**src/rtl/eeg_p300_pkg.sv**
```systemverilog
// Shared types and default tuning for the P300 detector.
// Latency: n/a (types and constants only).
// Backpressure: n/a.
package eeg_p300_pkg;

  // Detector phases; WAIT_BASE is the refractory state entered after a timeout.
  typedef enum logic [2:0] {
    IDLE,
    RISING,
    PEAK,
    FALLING,
    WAIT_BASE
  } state_t;

  // Default thresholds (unsigned 8-bit sample units) and phase windows (cycles).
  localparam int unsigned BASE_TH_DEF      = 52;
  localparam int unsigned RISE_TH_DEF      = 53;
  localparam int unsigned PEAK_TH_DEF      = 70;
  localparam int unsigned RISE_TIMEOUT_DEF = 250;
  localparam int unsigned FALL_TIMEOUT_DEF = 250;
  localparam int unsigned CNT_W_DEF        = 9;

endpackage

```
**src/rtl/eeg_window_timer.sv**
```systemverilog
// Phase window counter: clear / enable / saturating count, flags the last cycle of the window.
// Latency: count updates on the clock edge; expired is combinational from the count.
// Backpressure: none; controlled every cycle by the owning FSM.
module eeg_window_timer #(
  parameter int unsigned CNT_W = 9
) (
  input  logic             clk,
  input  logic             reset,
  input  logic             i_clr,
  input  logic             i_en,
  input  logic [CNT_W-1:0] i_limit,
  output logic             o_expired
);

  logic [CNT_W-1:0] r_count;

  // Count up while enabled, hold at all-ones instead of wrapping; clear wins over enable.
  always_ff @(posedge clk) begin
    if (!reset) begin
      r_count <= '0;
    end else if (i_clr) begin
      r_count <= '0;
    end else if (i_en && (r_count != {CNT_W{1'b1}})) begin
      r_count <= r_count + 1'b1;
    end
  end

  assign o_expired = (r_count == (i_limit - 1'b1));

endmodule

```
**src/rtl/eeg_fsm_p300.sv**
```systemverilog
// Streaming P300 detector: baseline -> rise -> peak -> fall -> baseline sets a sticky flag.
// Latency: detected rises on the edge that samples the returning baseline (1 cycle after it is presented).
// Backpressure: none; one sample is consumed every clock.
module eeg_fsm_p300
  import eeg_p300_pkg::*;
#(
  parameter int unsigned BASE_TH      = BASE_TH_DEF,
  parameter int unsigned RISE_TH      = RISE_TH_DEF,
  parameter int unsigned PEAK_TH      = PEAK_TH_DEF,
  parameter int unsigned RISE_TIMEOUT = RISE_TIMEOUT_DEF,
  parameter int unsigned FALL_TIMEOUT = FALL_TIMEOUT_DEF,
  parameter int unsigned CNT_W        = CNT_W_DEF
) (
  input  logic       clk,
  input  logic       reset,
  input  logic [7:0] eeg_signal,
  output logic       detected
);

  localparam logic [7:0]       LP_BASE_TH  = 8'(BASE_TH);
  localparam logic [7:0]       LP_RISE_TH  = 8'(RISE_TH);
  localparam logic [7:0]       LP_PEAK_TH  = 8'(PEAK_TH);
  localparam logic [CNT_W-1:0] LP_RISE_LIM = CNT_W'(RISE_TIMEOUT);
  localparam logic [CNT_W-1:0] LP_FALL_LIM = CNT_W'(FALL_TIMEOUT);

  state_t           r_state;
  logic             r_detected;

  logic             w_base;
  logic             w_rise;
  logic             w_peak;
  logic             w_expired;
  logic             w_cnt_en;
  logic             w_cnt_clr;
  logic [CNT_W-1:0] w_limit;

  assign w_base = (eeg_signal <= LP_BASE_TH);
  assign w_rise = (eeg_signal >= LP_RISE_TH);
  assign w_peak = (eeg_signal >= LP_PEAK_TH);

  // The counter only advances on a RISING/FALLING self-loop; every other
  // outcome (including self-loops in states that have no window) clears it,
  // so each timed phase starts counting from zero.
  assign w_limit   = (r_state == FALLING) ? LP_FALL_LIM : LP_RISE_LIM;
  assign w_cnt_en  = ((r_state == RISING) || (r_state == FALLING)) &&
                     !w_peak && !w_base && !w_expired;
  assign w_cnt_clr = !w_cnt_en;

  eeg_window_timer #(
    .CNT_W (CNT_W)
  ) u_timer (
    .clk       (clk),
    .reset     (reset),
    .i_clr     (w_cnt_clr),
    .i_en      (w_cnt_en),
    .i_limit   (w_limit),
    .o_expired (w_expired)
  );

  // Pattern FSM with the sticky detect flag; branch order is the per-state priority.
  always_ff @(posedge clk) begin
    if (!reset) begin
      r_state    <= IDLE;
      r_detected <= 1'b0;
    end else begin
      unique case (r_state)
        IDLE: begin
          if (w_rise) begin
            r_state    <= RISING;
            r_detected <= 1'b0;
          end
        end
        RISING: begin
          if (w_peak)         r_state <= PEAK;
          else if (w_base)    r_state <= IDLE;
          else if (w_expired) r_state <= WAIT_BASE;
        end
        PEAK: begin
          if (w_peak)      r_state <= PEAK;
          else if (w_base) r_state <= IDLE;
          else             r_state <= FALLING;
        end
        FALLING: begin
          if (w_base) begin
            r_state    <= IDLE;
            r_detected <= 1'b1;
          end else if (w_peak) begin
            r_state <= PEAK;
          end else if (w_expired) begin
            r_state <= WAIT_BASE;
          end
        end
        WAIT_BASE: begin
          if (w_base) r_state <= IDLE;
        end
        default: begin
          r_state <= IDLE;
        end
      endcase
    end
  end

  assign detected = r_detected;

endmodule

```
**config.mk**
```make
export PLATFORM = sky130hd
export DESIGN_NAME = eeg_fsm_p300
export DESIGN_NICKNAME = d
export VERILOG_FILES = /design/src/rtl/eeg_p300_pkg.sv /design/src/rtl/eeg_window_timer.sv /design/src/rtl/eeg_fsm_p300.sv
export SDC_FILE = /design/constraint.sdc
export NUM_CORES = 1
export LEC_CHECK = 0
export ABC_AREA = 1
export CAP_MARGIN = 20
export CORE_MARGIN = 4
export CORE_UTILIZATION = 45
export CTS_BUF_LIST = sky130_fd_sc_hd__clkbuf_4
export CTS_CLUSTER_SIZE = 14
export DETAILED_ROUTE_END_ITERATION = 8
export MAX_ROUTING_LAYER = met4
export PLACE_DENSITY = 0.67
export REMOVE_ABC_BUFFERS = 1
export SYNTH_ARGS = -nofsm -noshare
export SYNTH_HDL_FRONTEND = slang
export SYNTH_SLANG_ARGS = --single-unit
```
**constraint.sdc**
```tcl
create_clock -name clk -period 2.15 [get_ports clk]
set_input_delay 0.215 -clock clk [delete_from_list [all_inputs] [get_ports clk]]
set_output_delay 0.215 -clock clk [all_outputs]
set_load 0.02 [all_outputs]
```
; ---- After elaboration in Yosys (flattened, before gate mapping)
; Cells that the tools add are included.
; Widths: inputs -> output; s select.
[op_classes]
n_addsub = 1
magnitude_cmp = 3
n_eq_ne = 9
muxes = 13
n_reduce_logical = 13
[ops]
columns = operator, n
row1 = $mux 3, 7
row2 = $pmux 3 s5, 1
row3 = $add 9x1->9 const B, 1
row4 = $eq 9x8->1 const B, 1
row5 = $ne 9x9->1 const B, 1
row6 = $ge 8x6->1 const B, 1
row7 = $ge 8x7->1 const B, 1
row8 = $le 8x6->1 const B, 1
row9 = $eq 3x2->1 const B, 2
row10 = $ne 2x2->1 const B, 3
row11 = $logic_and 1x1->1, 4
row12 = $mux 2, 2
row13 = $reduce_and 2->1, 2
row14 = $eq 3x1->1 const B, 1
row15 = $eq 3x3->1 const B, 1
row16 = $logic_not 1->1, 3
row17 = $logic_not 3->1, 1
row18 = $reduce_and 3->1, 1
row19 = $mux 1, 2
row20 = $pmux 1 s2, 1
row21 = $reduce_bool 2->1, 1
row22 = $logic_or 1x1->1, 1
[word_totals]
ff_bits = 13
output_inout_bits = 1
elab_cells = 42

; ---- Longest topological paths before layout
[logic_depth]
depth_word = 6
ltp_mapped = 10
depth_no_buf = 10

; ---- By module
; A second synthesis with hierarchy kept.
[unflattened]
cells_unflattened = 184
hier_area_um2 = 1087.3
[modules_own_cells]
columns = mod, instances, cells_each, area_each_um2
row1 = eeg_window_timer, 1, 132, 775.7
row2 = eeg_fsm_p300, 1, 52, 311.5

; ---- Least setup slack after synthesis
; Ideal clock, no wire load.
[synth_path]
path_type = reg2reg
startpoint = register u_timer.r_count[0]
endpoint = register u_timer.r_count[8]
t_arrival_ns = 1.542
t_required_ns = 2.033
path_slack_ns = 0.491
stages_incl_launch_ff = 8
path_buffers = 0
cell_sequence = dfxtp_1 -> ha_1 -> nand2_1 -> nor3_1 -> ha_1 -> clkinv_1 -> o21ai_0 -> nor2_1
[synth_via]
elab_chain_cells = 4
elab_cells_between_ends = 7
cone_classes = 1 x add/sub / 2 x eq/ne / 4 x reduce/logical
[synth_rtl]
columns = element, line
row1 = "start, declared", eeg_window_timer.sv:15  ; logic [CNT_W-1:0] r_count;
row2 = "start signal, assigned", eeg_window_timer.sv:24  ; r_count <= r_count + 1'b1;
row3 = "parallel branches: the longest is 4 deep, another holds $add 9x1->9", n/a
; Several ways; the timed one is not identified.
; A chain may end at the register's enable or synchronous reset.

; ---- Final worst setup path
; Ends and elaborated chain as after synthesis.

==> out/summary.txt <==
GR Overflow Total -> 0
antenna violations before repair -> 0
hold path startpoint -> detected$_SDFFE_PN0P_
# diodes -> 0
Setup Buffers After CTS -> 0
die area -> 0.00263 mm²
final hold vios -> 0
PortBufs -> 10
Post-synth EDFFs -> 0
Residual DRC -> 0
Synthesis Warnings -> 0
FF-to-FF End -> u_timer.r_count[8]$_SDFFE_PN0P_
total power -> 513 µW
Seq/Total Area, Yosys -> 30.8%
vias post-DR -> 799
Routability Congestion -> 0.892
Die Wd -> 51.3 µm
# clock sinks -> 13
total negative slack -> 0 ns
Min-Delay Path Class -> flip-flop to flip-flop
Max Transition Viols Final -> 0
final worst-path cycle share -> 88.6%
Min Hold Slack -> 0.475 ns
WL final -> 1740 µm
worst slew pin tran -> 0.356 ns
Netlist cell types -> 23
Vias/cell -> 4.99
clock root buffer -> clkbuf_4
Hold Buf Count CTS -> 0
ys flop type -> dfxtp_1
synthesized area per cell -> 7.04 µm²
dpl cells -> 156
CTS Buf Count -> 3
clk buf depth -> 2
Initial Util -> 48.4%
Clock Pin Slew Worst Setup and Hold Paths -> 0.09 ns
Post-Syn Instances -> 120
Core Region -> 0.00175 mm²
Yosys top cell area share -> 30.8%
Crit-path slowest cell -> dfxtp_1
Detailed Place HPWL -> 1320 µm
Reg2Reg Setup Slack -> 0.24 ns
I/O pin count -> 11
Fin Clk Skew -> 0.00160 ns
worst-path maximum fanout -> 10
arrival time at the worst endpoint -> 2.08 ns
CP bufs+invs -> 1
Startpoint Class -> flip-flop
Area contributors post-synth -> dfxtp_1, nand2_1, nand3_1
Nets -> 149
GRT Total Usage -> 16.3%
Synth area leader -> dfxtp_1
CP Cell Sequence -> ha_1 -> nand2_1 -> nor3_1 -> ha_1 -> clkinv_1 -> o21ai_0 -> nor2_1
Peak VDD IR -> 0.314 mV
design area -> 0.00101 mm²
CTS tree -> yes
TritonRoute pass-1 iters -> 4
Top delay family on crit path -> adder cells
Iter 0 DRT Violations -> 28
H-tree levels -> 1
Final setup viols -> 0
ratio of cells with drive above 1 in the final layout -> 12.6%
vias in the first global route -> 703
Syn Std Cell Area -> 845 µm²
post-DR wirelength/cell -> 10.9 µm
top-count cell post-synth -> nand2_1
Crit Reg-Reg Startpoint -> u_timer.r_count[0]$_SDFFE_PN0P_
maxcap violations -> 0
Routed Antenna Nets -> 0
Syn-to-layout area delta -> 20.0%
first-pass GRT wire length -> 3110 µm
register bit count reported by yosys -> 13
cts repair resizes -> 0
leakage power -> 0.000420 µW
num rows -> 15
Hold Path Cell Cnt -> 2
R2R depth -> 7
Setup CP Type -> flip-flop to flip-flop
Worst Path Required -> 2.32 ns
FFs w/ async S/R, synth -> 0%
status -> finished clean
Post-DP Area -> 983 µm²
Slew headroom -> 76.1%
Critical Path Max Stage Delay -> 0.40 ns
crit path capture type -> flip-flop
f_max -> 525 MHz
time the worst path needs with I/O delays and setup -> 1.91 ns
Worst Hold Endpoint -> detected$_SDFFE_PN0P_
synth cell count leaders -> nand2_1, nor2_1, nand3_1, dfxtp_1, inv_1
PD cells -> 506 mW/mm²
Die Ht -> 51.3 µm
final-layout fill cell count -> 159
Layout Cells excl Fill -> 160
clk_lat worst skew -> 0.28 ns
largest net degree at the start of global routing -> 11
Most common cell on crit path -> ha_1
RSZ-0062 raised after global routing -> no
kinds of logic (layout without fill, tap and decap cells):
group,count (synthesis),after routing,share of synthesized area (%)
fa+ha+maj,3,3,4.44
flops,13,13,30.8
simple gates,70,70,43.4
compound gates,14,14,8.89
buf+inv,14,29,6.22
xor+xnor,6,6,6.22
sequential cells by signal, indices dropped and copies added, names as in the netlist:
signal,cells
detected,1
r_state,3
u_timer.r_count,9
cell usage in the layout, fill, tap and decap left out, types with 3 or more instances in the layout:
cell type / Yosys / final
a21oi_1: 11 / 11
clkbuf_4: 0 / 4
clkdlybuf4s50_1: 0 / 10
dfxtp_1: 13 / 13
ha_1: 3 / 3
inv_1: 12 / 12
nand2_1: 25 / 25
nand2_4: 3 / 3
nand3_1: 14 / 14
nor2_1: 15 / 15
nor2_2: 3 / 3
nor3_1: 4 / 4
xnor2_1: 3 / 3
xor2_1: 3 / 3
power breakdown:
| part | switching (µW) | total (µW) | internal, µW |
|---|---|---|---|
| registers | 4.57 | 251 | 247 |
| clock network | 86.6 | 171 | 84.6 |
| logic | 50.8 | 90.3 | 39.5 |
| total | 142 | 513 | 371 |
layout make-up:
cell class                      count  area [µm²]  share of cell area, %
Sequential cell                    13         260                   25.7
Tap cell                           25        31.3                   3.09
Inverter                           14        52.6                   5.19
Clock buffer                        4        30.0                   2.96
Multi-Input combinational cell     93         532                   52.5
Timing Repair Buffer               11         108                   10.6
worst min-delay path, stage by stage, from the launching register on:
cell,delay [ns]
dfxtp_1,0.32
nand2_1,0.06
a21oi_1,0.05
how the worst max path moves through the flow:
stage,endpoint,startpoint,cells past startpoint
2_1_floorplan,u_timer.r_count[8]$_SDFFE_PN0P_,u_timer.r_count[0]$_SDFFE_PN0P_,7
3_3_place_gp,u_timer.r_count[4]$_SDFFE_PN0P_,u_timer.r_count[0]$_SDFFE_PN0P_,8
3_5_place_dp,u_timer.r_count[4]$_SDFFE_PN0P_,u_timer.r_count[0]$_SDFFE_PN0P_,8
4_1_cts,u_timer.r_count[5]$_SDFFE_PN0P_,u_timer.r_count[0]$_SDFFE_PN0P_,8
5_1_grt,u_timer.r_count[2]$_SDFFE_PN0P_,u_timer.r_count[0]$_SDFFE_PN0P_,8
6_report,u_timer.r_count[8]$_SDFFE_PN0P_,u_timer.r_count[0]$_SDFFE_PN0P_,7
layer usage:
layer,GRT usage [%],up-vias,part of all wire (%)
met2,21.7,33,40
met1,22.3,343,50
met5,-,-,0
li1,-,419,-
met3,3.79,4,8.3
met4,9.17,0,2.0
per-stage QoR:
stage	setup slack, ns	utilization [%]
3_3_place_gp	0.365	56.3
5_1_grt	0.0187	58.1
6_report	0.244	58.1
2_1_floorplan	0.491	-
3_5_place_dp	0.273	56.3
4_1_cts	0.261	58.1
(Power assumes the default switching activity.)
